<file path="src/rtl/if_fetch_ctrl.sv">
// Instruction-fetch sequencing controller.
// Owns the program counter and runs a req/ack handshake to a variable-latency
// instruction memory. Each accepted instruction is handed to IF/ID as a
// one-cycle instr_valid pulse together with its PC+PC_STEP. Branch redirects
// squash wrong-path fetches; a freeze parks a returned word in a hold buffer.
//
// Ports:
//   clk, rst            clock, synchronous active-high reset
//   freeze              IF/ID cannot accept an instruction this cycle
//   br_taken, br_addr   branch redirect from a later stage
//   mem_req, mem_addr   fetch request / address (mem_addr is always pc_reg)
//   mem_ack, mem_rdata  memory response
//   instr_valid         one-cycle pulse: instr_out / pc_out are new
//   instr_out, pc_out   delivered instruction and its PC+PC_STEP
module if_fetch_ctrl #(
  parameter int unsigned       ADDR_W   = 32,
  parameter logic [ADDR_W-1:0] RESET_PC = '0,
  parameter int unsigned       PC_STEP  = 4
) (
  input  logic              clk,
  input  logic              rst,
  input  logic              freeze,
  input  logic              br_taken,
  input  logic [ADDR_W-1:0] br_addr,
  output logic              mem_req,
  output logic [ADDR_W-1:0] mem_addr,
  input  logic              mem_ack,
  input  logic [31:0]       mem_rdata,
  output logic              instr_valid,
  output logic [31:0]       instr_out,
  output logic [ADDR_W-1:0] pc_out
);

  localparam logic [ADDR_W-1:0] PcStep = ADDR_W'(PC_STEP);

  // StDrop: a redirect arrived while a request was outstanding; the request
  // cannot be withdrawn, so wait for its ack and throw the data away.
  typedef enum logic [1:0] {StFetch, StDrop, StHold} state_e;

  state_e              state_q, state_d;
  logic [ADDR_W-1:0]   pc_q, pc_d;
  logic [ADDR_W-1:0]   target_q, target_d;
  logic [31:0]         hold_q, hold_d;
  logic                valid_q, valid_d;
  logic [31:0]         instr_q, instr_d;
  logic [ADDR_W-1:0]   pc_out_q, pc_out_d;
  logic [ADDR_W-1:0]   pc_inc;

  assign pc_inc = pc_q + PcStep;

  always_comb begin
    state_d  = state_q;
    pc_d     = pc_q;
    target_d = target_q;
    hold_d   = hold_q;
    valid_d  = 1'b0;
    instr_d  = instr_q;
    pc_out_d = pc_out_q;

    unique case (state_q)
      StFetch: begin
        if (br_taken) begin
          if (mem_ack) begin
            pc_d = br_addr;
          end else begin
            target_d = br_addr;
            state_d  = StDrop;
          end
        end else if (mem_ack) begin
          if (freeze) begin
            hold_d  = mem_rdata;
            state_d = StHold;
          end else begin
            valid_d  = 1'b1;
            instr_d  = mem_rdata;
            pc_out_d = pc_inc;
            pc_d     = pc_inc;
          end
        end
      end
      StDrop: begin
        // Latest branch wins, including one coincident with the ack.
        if (br_taken) target_d = br_addr;
        if (mem_ack) begin
          pc_d    = br_taken ? br_addr : target_q;
          state_d = StFetch;
        end
      end
      StHold: begin
        if (br_taken) begin
          pc_d    = br_addr;
          state_d = StFetch;
        end else if (!freeze) begin
          valid_d  = 1'b1;
          instr_d  = hold_q;
          pc_out_d = pc_inc;
          pc_d     = pc_inc;
          state_d  = StFetch;
        end
      end
      default: state_d = StFetch;
    endcase
  end

  always_ff @(posedge clk) begin
    if (rst) begin
      state_q  <= StFetch;
      pc_q     <= RESET_PC;
      target_q <= '0;
      hold_q   <= '0;
      valid_q  <= 1'b0;
      instr_q  <= '0;
      pc_out_q <= '0;
    end else begin
      state_q  <= state_d;
      pc_q     <= pc_d;
      target_q <= target_d;
      hold_q   <= hold_d;
      valid_q  <= valid_d;
      instr_q  <= instr_d;
      pc_out_q <= pc_out_d;
    end
  end

  // Drop the request immediately on reset so an abandoned fetch is not held.
  assign mem_req     = !rst && (state_q != StHold);
  assign mem_addr    = pc_q;
  assign instr_valid = valid_q;
  assign instr_out   = instr_q;
  assign pc_out      = pc_out_q;

endmodule

</file>
<file path="config.mk">
export PLATFORM = sky130hd
export DESIGN_NAME = if_fetch_ctrl
export DESIGN_NICKNAME = d
export VERILOG_FILES = /design/src/rtl/if_fetch_ctrl.sv
export SDC_FILE = /design/constraint.sdc
export NUM_CORES = 1
export LEC_CHECK = 0
export CAP_MARGIN = 40
export CORE_AREA = 8 8 166 106
export CTS_CLUSTER_DIAMETER = 30
export DETAILED_ROUTE_END_ITERATION = 8
export DIE_AREA = 0 0 174 114
export GPL_TIMING_DRIVEN = 0
export PLACE_DENSITY_LB_ADDON = 0.12
export SKIP_CTS_REPAIR_TIMING = 1
export SLEW_MARGIN = 30
export SYNTH_ARGS = -nofsm -noshare
export SYNTH_HDL_FRONTEND = slang
export SYNTH_SLANG_ARGS = --single-unit
</file>
<file path="constraint.sdc">
create_clock -name clk -period 2.83 [get_ports clk]
set_clock_uncertainty 0.1 [all_clocks]
set_input_delay 0.849 -clock clk [delete_from_list [all_inputs] [get_ports clk]]
set_output_delay 0.849 -clock clk [all_outputs]
set_load 0.01 [all_outputs]
</file>
== Yosys cells after proc, flatten, opt, wreduce, memory -nomap -nowiden ==
Cells that the tools add are included.
Word-level totals
  output and inout port bits: 98
  bits in registers: 163
  bits of input ports: 69
  word-level logic and storage cells: 71
Operators by class
  equality and inequality tests: 15
  reduce and logical (&&, ||, !) cells: 12
  add/sub/neg operators: 1
  mux-type cells: 35
  bitwise operators: 1
Operators with widths (count)
  $mux 32: 18
  $pmux 32 s2: 3
  $pmux 32 s3: 1
  $add 32x3->32 const B: 1
  $ne 2x2->1 const B: 9
  $mux 2: 7
  $ne 3x3->1 const B: 4
  $reduce_and 4->1: 2
  $pmux 2 s3: 1
  $reduce_and 3->1: 2
  $reduce_and 6->1: 1
  $reduce_and 5->1: 1
  $mux 1: 4
  $reduce_bool 2->1: 2
  $reduce_bool 3->1: 1
  $eq 2x1->1 const B: 1
  $eq 2x2->1 const B: 1
  $logic_not 2->1: 1
  $pmux 1 s2: 1
  $logic_and 1x1->1: 1
  $logic_not 1->1: 1
  $not 1->1: 1

== Logic depth before layout (Yosys ltp) ==
Gate-level depths: netlist of the first run.
  depth after elaboration: 5
  depth in mapped cells: 8
  depth with buffers taken out: 6

== Worst setup path before layout of the first run ==
Ideal clock, no wire load.
  path type: register -> output
  start point: register state_q[1]
  end point: output mem_req
  path slack: 341 ps
  stages on the path, launching flop included: 6
  arrival time: 1540 ps
  data required time: 1881 ps
  path buffers: 3
  path through: dfxtp_1 clkbuf_1 nand2b_1 clkbuf_1 clkbuf_1 and2_1
Between the ends
  longest elaborated chain between the ends: 2
RTL lines
  from (decl): RTL line 40  | state_e state_q, state_d;
  from (signal assigned): RTL line 107  | state_q <= StFetch;
  from (signal assigned): RTL line 115  | state_q <= state_d;
  $ne 2x2->1: RTL line 126  | assign mem_req = !rst && (state_q != StHold);
  $logic_and 1x1->1: RTL line 126
  to (decl): RTL line 25  | output logic mem_req,
Every way passes these cells.

== Final worst setup path of the first run ==
  start point: input br_taken
  end point: register pc_q[5], in the netlist mem_addr[5]
Between the ends
  longest elaborated chain between the ends: 3
  elaborated cells between the ends (all ways): 5
  classes of those cells: 5 x mux
RTL lines
  from (decl): RTL line 23  | input logic br_taken,
  $mux 32
  $mux 32: RTL line 84  | if (mem_ack) begin
  $pmux 32 s3 (*): RTL line 60  | unique case (state_q)
  to (signal assigned): RTL line 116  | pc_q <= pc_d;
  to (decl): RTL line 41  | logic [ADDR_W-1:0] pc_q, pc_d;
Mark *: on every way between the ends. The rest lies on a longest branch, timed or not. The select of a mux whose other input is x is not followed.
A chain may end at the register's enable or synchronous reset.

==> out/results.md, run 1 <==
### Finish
- top library cells by usage in the layout, fill and taps aside: nand2_1 (185), clkdlybuf4s50_1 (164), dfxtp_1 (163)
- final instance area: 10,100 um^2
- most common library cell in the layout ignoring fill and taps: nand2_1
- post-synthesis to final-layout area growth: 34.5%
- final antenna diode count: 0
- nets: 1,207
- proportion of layout cells with a drive suffix above 1: 7.91%

### STA
- worst slew margin relative to its limit: 42.4%
- setup violators final: 0
- minimum period implied by the final worst setup slack: 2820 ps
- max frequency: 355 MHz
- setup_tns: 0 ps
- max-slew violation count: 0
- Hold Fails Final Rpt: 0
- slew at the pin closest to its max-slew limit: 861 ps
- fin crit share: 99.6%
- final worst-path setup slack: 12.4 ps
- setup repair after global routing missed its margin: true

### Clock tree
- TritonCTS clock tree: built
- cts bufs inserted: 17
- clock tree root driver cell: clkbuf_16
- # H-tree levels: 4
- clock insertion delay at the later pin of the skew report: 430 ps
- Clock Sinks: 163
- buffer levels on the longest clock path: 2
- clock slew at reported path FFs: 70 ps

### Global routing
- global route hottest layer: met1
- met2 Track Usage GR: 34.4%
- maximum number of pins on one net before global-route repair: 17
- global-route wire length before repair: 41,500 um
- antenna violations before repair: 0
- met3 track demand over resource in global routing: 11.2%
- GR Overflow Total: 0
- vias in the first global route: 7,168
- total routing resource utilization after global routing: 26.4%
- GR Layer Usage met1: 38.2%

### Setup path
- peak per-stage delay on the critical path: 600 ps
- Worst EP arrival: 3000 ps
- depth of the most critical reg-to-reg path: 7
- type of element capturing the critical path: register
- kind of critical path: input port to register
- Critical Path Start Type: input port
- worst path cell trace: clkdlybuf4s50_1, nor2_2, a221o_1, clkbuf_1, clkbuf_2, a211oi_1, nor3_1
- largest fanout on the critical path: 10
- highest-delay cell along the critical path: clkdlybuf4s50_1
- Required @ worst endpoint: 3010 ps

### Route
- Final Routed Wirelength: 27,400 um
- DR pass1 iterations: 6
- vias after detailed routing: 7,880
- DRC violation count after routing: 0
- Vias/cell: 5.82
- antenna-violating nets left: 0
- drt initial violations: 968
- DR WL/cell: 20.2 um

### Floorplanning
- number of placement rows: 35
- Die Height: 114 um
- core outline area: 15,000 um^2
- ports placed on the boundary: 167
- die area: 19,800 um^2
- Die Span X: 174 um
- Initial Utilization: 50.2%

### Logic synthesis
- largest cells by area after synthesis: dfxtp_1 (43%), nand2_1 (9.2%), a211oi_1 (6.6%)
- count of yosys warnings during synthesis: 0
- area of the mapped netlist: 7520 um^2
- synthesized flop and latch total: 163
- distinct cell type count of the synthesized netlist: 60
- sequential share of the synthesized area: 43.4%
- number of flops mapped to enable cells by yosys: 0
- fraction of registers with async set or reset after synthesis: 0%
- post-synthesis net count: 1,018
- Mapped Avg Cell Area: 7.94 um^2
- Cells after Synth: 948
- Yosys top cell area share: 43.4%
- library cell with the largest summed area after synthesis: dfxtp_1
- Post-synth top flop: dfxtp_1

### Outcome
- result of the run: finished, final reports clean

### Power
- power consumption: 0.00565 W
- PwrDens: 558 nW/um^2
- Max VDD drop: 0.000315 V
- leakage power: 3.71 nW

### Worst hold path
- hold path cells: 2
- Tightest Hold Check Type: register to register

### Placed design
- Area after DPL: 9470 um^2
- Placer Congestion: 0.947
- HPWL Detailed: 20,200 um
- minimum setup slack after placement: -839 ps
- buffers added on ports: 166

### Run
- max capacitance violation total: 0

-- synthesized netlist by cell type (2+ instances only) --
library cell  number
nand2_1          185
dfxtp_1          163
a21oi_1           96
nor2_1            91
clkbuf_1          68
a211oi_1          66
o21ai_0           35
mux2i_1           32
nand3_1           26
nor3_1            19
xnor2_1           16
nand4_1           11
xor2_1            11
and3_1            10
nor4_1            10
inv_1              8
a31oi_1            7
a221oi_1           6
and2_1             6
buf_2              6
o22ai_1            6
buf_1              5
nand2b_1           5
and4_1             4
nor3b_1            4
o211ai_1           4
a211oi_2           3
a31o_2             3
or2_2              3
a2bb2oi_1          2
buf_4              2
clkbuf_2           2
nand3b_1           2
nand4_2            2
nor2b_1            2
o211a_1            2
o32ai_1            2
-- routing by layer --
metal,vias to the layer above,part of all wire (%)
met1,3618,46
met5,-,0
met3,50,14
met2,501,38
met4,0,1.7
li1,3711,-
-- per-stage QoR --
step	utilization [%]	cells	hold slack, ps
floorplan	-	948	332
global placement	63.0	1317	337
detailed placement	63.2	1320	343
CTS	67.0	1352	352
global route	67.6	1353	368
finish	67.6	1353	354
-- final timing paths --
kind | start | end | slack (ps)
max | br_taken | mem_addr[5] | 10
min | target_q[9] | target_q[9] | 350
max reg2reg | mem_addr[2] | pc_out[22] | 80
min reg2reg | target_q[9] | target_q[9] | 350
-- flip-flops by register name, summed over array words and instances, names as in the netlist --
signal,cells
instr_out,32
state_q,2
instr_valid,1
mem_addr,32
pc_out,32
target_q,32
hold_q,32
-- final cells by class --
type	instances	area, um^2
fillers	1301	4860
multi-input cells	693	3930
flip-flops and latches	163	3260
repair buffers	173	1720
clock buffers	19	443
plain buffers	81	363
well taps	203	254
clock inverters	13	121
inverters	8	30.0
-- cell families after synthesis --
group | synth area share, %
buf+inv | 4.92
mux | 4.26
simple gates | 23.3
fa+ha+maj | 0.166
flops | 43.4
xor+xnor | 3.14
compound gates | 20.9
-- where the power goes --
part           total [W]  switching (W)  internal (W)
clock            0.00223        0.00105       0.00118
sequential       0.00252       0.000104       0.00241
combinational   0.000901       0.000501      0.000400
total            0.00565        0.00165       0.00400
-- worst max-delay path, delay by kind of cell --
kind / cells / cell delay [ps]
buf+inv: 3 / 1120
simple gates: 2 / 220
compound gates: 2 / 800
Power figures use the tool's default switching activity.
==> inputs of run 2 (changes only) <==
--- a/config.mk
+++ b/config.mk
@@ -6,10 +6,10 @@
 export NUM_CORES = 1
 export LEC_CHECK = 0
 export CAP_MARGIN = 40
-export CORE_AREA = 8 8 166 106
+export CORE_AREA = 4 4 162 102
 export CTS_CLUSTER_DIAMETER = 30
 export DETAILED_ROUTE_END_ITERATION = 8
-export DIE_AREA = 0 0 174 114
+export DIE_AREA = 0 0 166 106
 export GPL_TIMING_DRIVEN = 0
 export PLACE_DENSITY_LB_ADDON = 0.12
 export SKIP_CTS_REPAIR_TIMING = 1
==> out/results.md, run 2 (synthesis gave the netlist of run 1 again) <==
### Setup path
- largest fanout on the critical path: 10, unchanged
- highest-delay cell along the critical path: clkdlybuf4s50_1, unchanged
- Worst EP arrival: 3070 ps, was 3000 ps
- Critical Path Start Type: input port, unchanged
- Required @ worst endpoint: 3020 ps, was 3010 ps
- peak per-stage delay on the critical path: 600 ps, about the same
- kind of critical path: input port to register, unchanged
- number of buffers and inverters on the critical path: 3, unchanged
- type of element capturing the critical path: register, unchanged
- crit-path leading delay family: buffers and inverters, unchanged
- worst path cell trace: clkdlybuf4s50_1, nor2_2, a221o_1, clkbuf_1, clkbuf_2, a211oi_1, nor3_1, unchanged

### STA
- slew at the pin closest to its max-slew limit: 871 ps, was 861 ps
- final worst-path setup slack: -52.2 ps, was 12.4 ps
- setup_tns: -52.2 ps, was 0 ps
- setup repair after global routing missed its margin: true, unchanged
- max-slew violation count: 0, unchanged
- minimum period implied by the final worst setup slack: 2880 ps, was 2820 ps
- Hold Fails Final Rpt: 0, unchanged
- fin crit share: 102%, was 99.6%
- max frequency: 347 MHz, was 355 MHz
- worst slew margin relative to its limit: 41.5%, was 42.4%
- setup violators final: 1, was 0

### Placed design
- buffers added on ports: 166, unchanged
- Placer Congestion: 0.965, was 0.947
- Area after DPL: 9460 um^2, was 9470 um^2
- minimum setup slack after placement: -847 ps, was -839 ps
- total placed cells including tap cells: 1,320, unchanged
- HPWL Detailed: 19,600 um, was 20,200 um

### Finish
- post-route core utilization: 67.6%, about the same
- nets: 1,209, was 1,207
- most common library cell in the layout ignoring fill and taps: nand2_1, unchanged
- final std cells w/o fill: 1,356, was 1,353
- proportion of layout cells with a drive suffix above 1: 7.99%, was 7.91%
- final instance area: 10,200 um^2, was 10,100 um^2
- post-synthesis to final-layout area growth: 35.0%, was 34.5%
- Fill cells: 1,310, was 1,301
- top library cells by usage in the layout, fill and taps aside: nand2_1 (185), clkdlybuf4s50_1 (164), dfxtp_1 (163), unchanged

### Route
- Vias/cell: 5.81, was 5.82
- antenna-violating nets left: 0, unchanged
- drt initial violations: 1,006, was 968
- vias after detailed routing: 7,885, was 7,880
- DRC violation count after routing: 0, unchanged
- DR WL/cell: 19.7 um, was 20.2 um
- DR pass1 iterations: 7, was 6
- Final Routed Wirelength: 26,800 um, was 27,400 um

### Power
- Max VDD drop: 0.000342 V, was 0.000315 V
- PwrDens: 572 nW/um^2, was 558 nW/um^2
- net switching power figure: 0.00166 W, was 0.00165 W
- internal power component: 0.00415 W, was 0.00400 W
- leakage power: 3.72 nW, was 3.71 nW
- Flop pwr share: 43.2%, was 44.6%
- Net Sw Frac: 28.6%, was 29.2%
- proportion of power drawn by the clock network: 41.2%, was 39.4%
- share of power burned in combinational logic: 15.6%, was 16.0%

### Floorplanning
- Die Span X: 166 um, was 174 um
- number of placement rows: 35, unchanged
- die area: 17,600 um^2, was 19,800 um^2
- core outline area: 15,000 um^2, about the same
- Die Height: 106 um, was 114 um
- ports placed on the boundary: 167, unchanged
- Initial Utilization: 50.1%, was 50.2%

### Global routing
- global-route wire length before repair: 40,800 um, was 41,500 um
- GR Overflow Total: 0, unchanged
- antenna violations before repair: 0, unchanged
- vias in the first global route: 7,090, was 7,168
- total routing resource utilization after global routing: 29.3%, was 26.4%
- maximum number of pins on one net before global-route repair: 17, unchanged

### Clock tree
- buffer levels on the longest clock path: 2, unchanged
- cts bufs inserted: 17, unchanged
- clock slew at reported path FFs: 70 ps, about the same
- clock tree root driver cell: clkbuf_16, unchanged
- TritonCTS clock tree: built, unchanged
- Clock Sinks: 163, unchanged
- # H-tree levels: 4, unchanged
- clock insertion delay at the later pin of the skew report: 420 ps, was 430 ps

### Outcome
- violated checks: negative setup slack
- result of the run: finished, violations left, was finished, final reports clean

### Worst hold path
- Tightest Hold Check Type: register to register, unchanged

### Run
- max capacitance violation total: 0, unchanged

## run 2: metal layers
metal	share of wire, %	global-route usage [%]	vias up
li1	-	-	3729
met1	47	44.3	3667
met2	39	39.0	448
met3	13	10.7	41
met4	1.4	6.47	0
met5	0	0	-
## run 2: final cells by class
class                      instances  area (um^2)  area share, %
sequential                       163         3260           32.1
tap                              203          254           2.50
multi-input combinational        693         3930           38.7
inverter                           8         30.0          0.296
clock buffer                      18          429           4.22
antenna                            1         2.50         0.0246
clock inverter                    14          165           1.63
timing repair buffer             173         1710           16.9
buffer                            83          370           3.65
## run 2: power groups by stage
stage | Combinational (W) | Clock (W) | Sequential (W)
floorplan | 0.000402 | 0 | 0.00257
global placement | 0.000865 | 0 | 0.00256
detailed placement | 0.000873 | 0 | 0.00256
CTS | 0.000880 | 0.00238 | 0.00251
global route | 0.000969 | 0.00249 | 0.00253
finish | 0.000909 | 0.00239 | 0.00251
## run 2: per-stage QoR
| step | hold slack, ps | power [W] |
|---|---|---|
| floorplan | 332 | 0.00297 |
| global placement | 337 | 0.00342 |
| detailed placement | 344 | 0.00343 |
| finish | 353 | 0.00581 |
| global route | 370 | 0.00599 |
| CTS | 353 | 0.00577 |
## run 2: worst min-delay path, stage by stage (launching register included)
cell and delay, ps:
dfxtp_1 310, nand2_1 50, a21oi_1 50
## run 2: path summary, 6_finish.rpt
| check | from | end | slack [ps] | cells after the start |
|---|---|---|---|---|
| setup / recovery | br_taken | mem_addr[5] | -50 | 7 |
| hold / removal | hold_q[20] | hold_q[20] | 350 | 2 |
| setup reg to reg | mem_addr[18] | pc_out[31] | 120 | 6 |
| hold reg to reg | hold_q[20] | hold_q[20] | 350 | 2 |
==> inputs of run 3 (changes only) <==
--- a/config.mk
+++ b/config.mk
@@ -6,10 +6,12 @@
 export NUM_CORES = 1
 export LEC_CHECK = 0
 export CAP_MARGIN = 40
-export CORE_AREA = 4 4 162 102
+export CELL_PAD_IN_SITES_DETAIL_PLACEMENT = 1
+export CELL_PAD_IN_SITES_GLOBAL_PLACEMENT = 1
+export CORE_AREA = 4 4 190 118
 export CTS_CLUSTER_DIAMETER = 30
 export DETAILED_ROUTE_END_ITERATION = 8
-export DIE_AREA = 0 0 166 106
+export DIE_AREA = 0 0 194 122
 export GPL_TIMING_DRIVEN = 0
 export PLACE_DENSITY_LB_ADDON = 0.12
 export SKIP_CTS_REPAIR_TIMING = 1
==> out/results.md, run 3 (synthesis gave the netlist of run 1 again) <==
### Floorplanning
- Die Height: 122 um, was 106 um
- Initial Utilization: 36.3%, was 50.1%
- die area: 23,700 um^2, was 17,600 um^2
- Die Span X: 194 um, was 166 um
- core outline area: 20,700 um^2, was 15,000 um^2
- number of placement rows: 41, was 35
- ports placed on the boundary: 167, unchanged

### Setup path
- largest fanout on the critical path: 10, unchanged
- kind of critical path: input port to output port, was input port to register
- worst path cell trace: clkdlybuf4s50_1, inv_1, buf_8, and2_1, dlymetal6s2s_1, was clkdlybuf4s50_1, nor2_2, a221o_1, clkbuf_1, clkbuf_2, a211oi_1, nor3_1
- slack of the worst reg-to-reg path: 60 ps, was 120 ps
- peak per-stage delay on the critical path: 520 ps, was 600 ps
- Required @ worst endpoint: 1880 ps, was 3020 ps
- Critical Path Start Type: input port, unchanged
- type of element capturing the critical path: output port, was register
- source of the worst register-to-register timing path: mem_addr[18], unchanged
- highest-delay cell along the critical path: clkdlybuf4s50_1, unchanged
- endpoint of the lowest-slack register-to-register path: mem_addr[27], was pc_out[31]
- depth of the most critical reg-to-reg path: 7, was 6
- Worst EP arrival: 1940 ps, was 3070 ps

### Route
- DR WL/cell: 21.9 um, was 19.7 um
- vias after detailed routing: 7,890, was 7,885
- Final Routed Wirelength: 31,200 um, was 26,800 um
- drt initial violations: 522, was 1,006
- DRC violation count after routing: 0, unchanged
- antenna-violating nets left: 0, unchanged
- DR pass1 iterations: 7, unchanged
- Vias/cell: 5.53, was 5.81

### Placed design
- HPWL Detailed: 23,200 um, was 19,600 um
- Placer Congestion: 0.918, was 0.965
- Area after DPL: 9570 um^2, was 9460 um^2
- buffers added on ports: 166, unchanged

### Worst hold path
- destination of the worst hold path: target_q[16], was hold_q[20]
- launch point of the worst hold path: target_q[16], was hold_q[20]
- Tightest Hold Check Type: register to register, unchanged
- hold path cells: 2, unchanged

### Finish
- post-synthesis to final-layout area growth: 36.5%, was 35.0%
- nets: 1,206, was 1,209
- final instance area: 10,300 um^2, was 10,200 um^2
- proportion of layout cells with a drive suffix above 1: 8.70%, was 7.99%
- top library cells by usage in the layout, fill and taps aside: nand2_1 (185), clkdlybuf4s50_1 (165), dfxtp_1 (163), was nand2_1 (185), clkdlybuf4s50_1 (164), dfxtp_1 (163)
- final antenna diode count: 0, was 1
- most common library cell in the layout ignoring fill and taps: nand2_1, unchanged
- post-route core utilization: 49.6%, was 67.6%

### Clock tree
- Clock Sinks: 163, unchanged
- cts bufs inserted: 17, unchanged
- buffer levels on the longest clock path: 2, unchanged
- TritonCTS clock tree: built, unchanged
- # H-tree levels: 4, unchanged
- clock tree root driver cell: clkbuf_16, unchanged
- clock insertion delay at the later pin of the skew report: 460 ps, was 420 ps
- clock slew at reported path FFs: 70 ps, about the same

### STA
- worst slew margin relative to its limit: 43.0%, was 41.5%
- minimum period implied by the final worst setup slack: 2890 ps, was 2880 ps
- setup violators final: 1, unchanged
- fin crit share: 102%, about the same
- Hold Fails Final Rpt: 0, unchanged
- final worst-path setup slack: -61.9 ps, was -52.2 ps
- slew at the pin closest to its max-slew limit: 851 ps, was 871 ps
- setup repair after global routing missed its margin: true, unchanged
- max frequency: 346 MHz, was 347 MHz
- max-slew violation count: 0, unchanged

### Outcome
- result of the run: finished, violations left, unchanged
- violated checks: negative setup slack, unchanged

### Global routing
- vias in the first global route: 7,596, was 7,090
- GR Overflow Total: 0, unchanged
- global-route wire length before repair: 46,500 um, was 40,800 um
- antenna violations before repair: 0, unchanged
- maximum number of pins on one net before global-route repair: 17, unchanged
- total routing resource utilization after global routing: 25.8%, was 29.3%

### Power
- Max VDD drop: 0.000468 V, was 0.000342 V
- PwrDens: 569 nW/um^2, was 572 nW/um^2
- power consumption: 0.00584 W, was 0.00581 W
- leakage power: 3.72 nW, about the same

### Run
- max capacitance violation total: 0, unchanged

## run 3: changes by cell type in the layout (fill, tap and decap cells not counted), sizes merged
cell | before | now
buf | 21 | 19
clkbuf | 87 | 86
clkdlybuf4s50 | 164 | 165
clkinv | 3 | 4
clkinvlp | 0 | 5
diode | 1 | 0
dlymetal6s2s | 2 | 1
inv | 17 | 11
## run 3: worst max-delay path by stage
stage / startpoint / endpoint
finish: rst / mem_req
CTS: state_q[1] / mem_req
global placement: br_taken / instr_out[20]
global route: rst / mem_req
detailed placement: br_taken / instr_out[19]
floorplan: state_q[1] / mem_req
## run 3: report_power, final
group	internal (W)	total, W	switching, W
logic	0.000406	0.000944	0.000538
clock network	0.00131	0.00238	0.00107
registers	0.00241	0.00252	0.000102
## run 3: through the flow
step / std cells / TNS [ps] / setup WS (ps) / hold slack [ps]
CTS: 1428 / -29110 / -1090 / 355
floorplan: 948 / 0 / 341 / 332
global placement: 1393 / -91810 / -928 / 340
detailed placement: 1396 / -98220 / -946 / 345
global route: 1428 / -174 / -113 / 374
finish: 1428 / -61.9 / -61.9 / 356
## run 3: worst max-delay path, delay by kind of cell
kind / cells / cell delay, ps
simple gates: 1 / 150
buf+inv: 4 / 940
## run 3: layout make-up
type                       instances  area, um^2
buffer                            82         378
clock buffer                      18         429
clock inverter                    14         155
fill                            2507       10500
inverter                           8        30.0
multi-input combinational        693        3970
sequential                       163        3260
tap                              279         349
timing repair buffer             171        1700
## run 3: metal layers
| metal | up-vias | track usage, % | share of wire [%] |
|---|---|---|---|
| met5 | - | 0 | 0 |
| met4 | 0 | 5.49 | 1.0 |
| met3 | 28 | 8.40 | 9.9 |
| met2 | 304 | 35.1 | 39 |
| met1 | 3832 | 39.3 | 50 |
| li1 | 3726 | - | - |
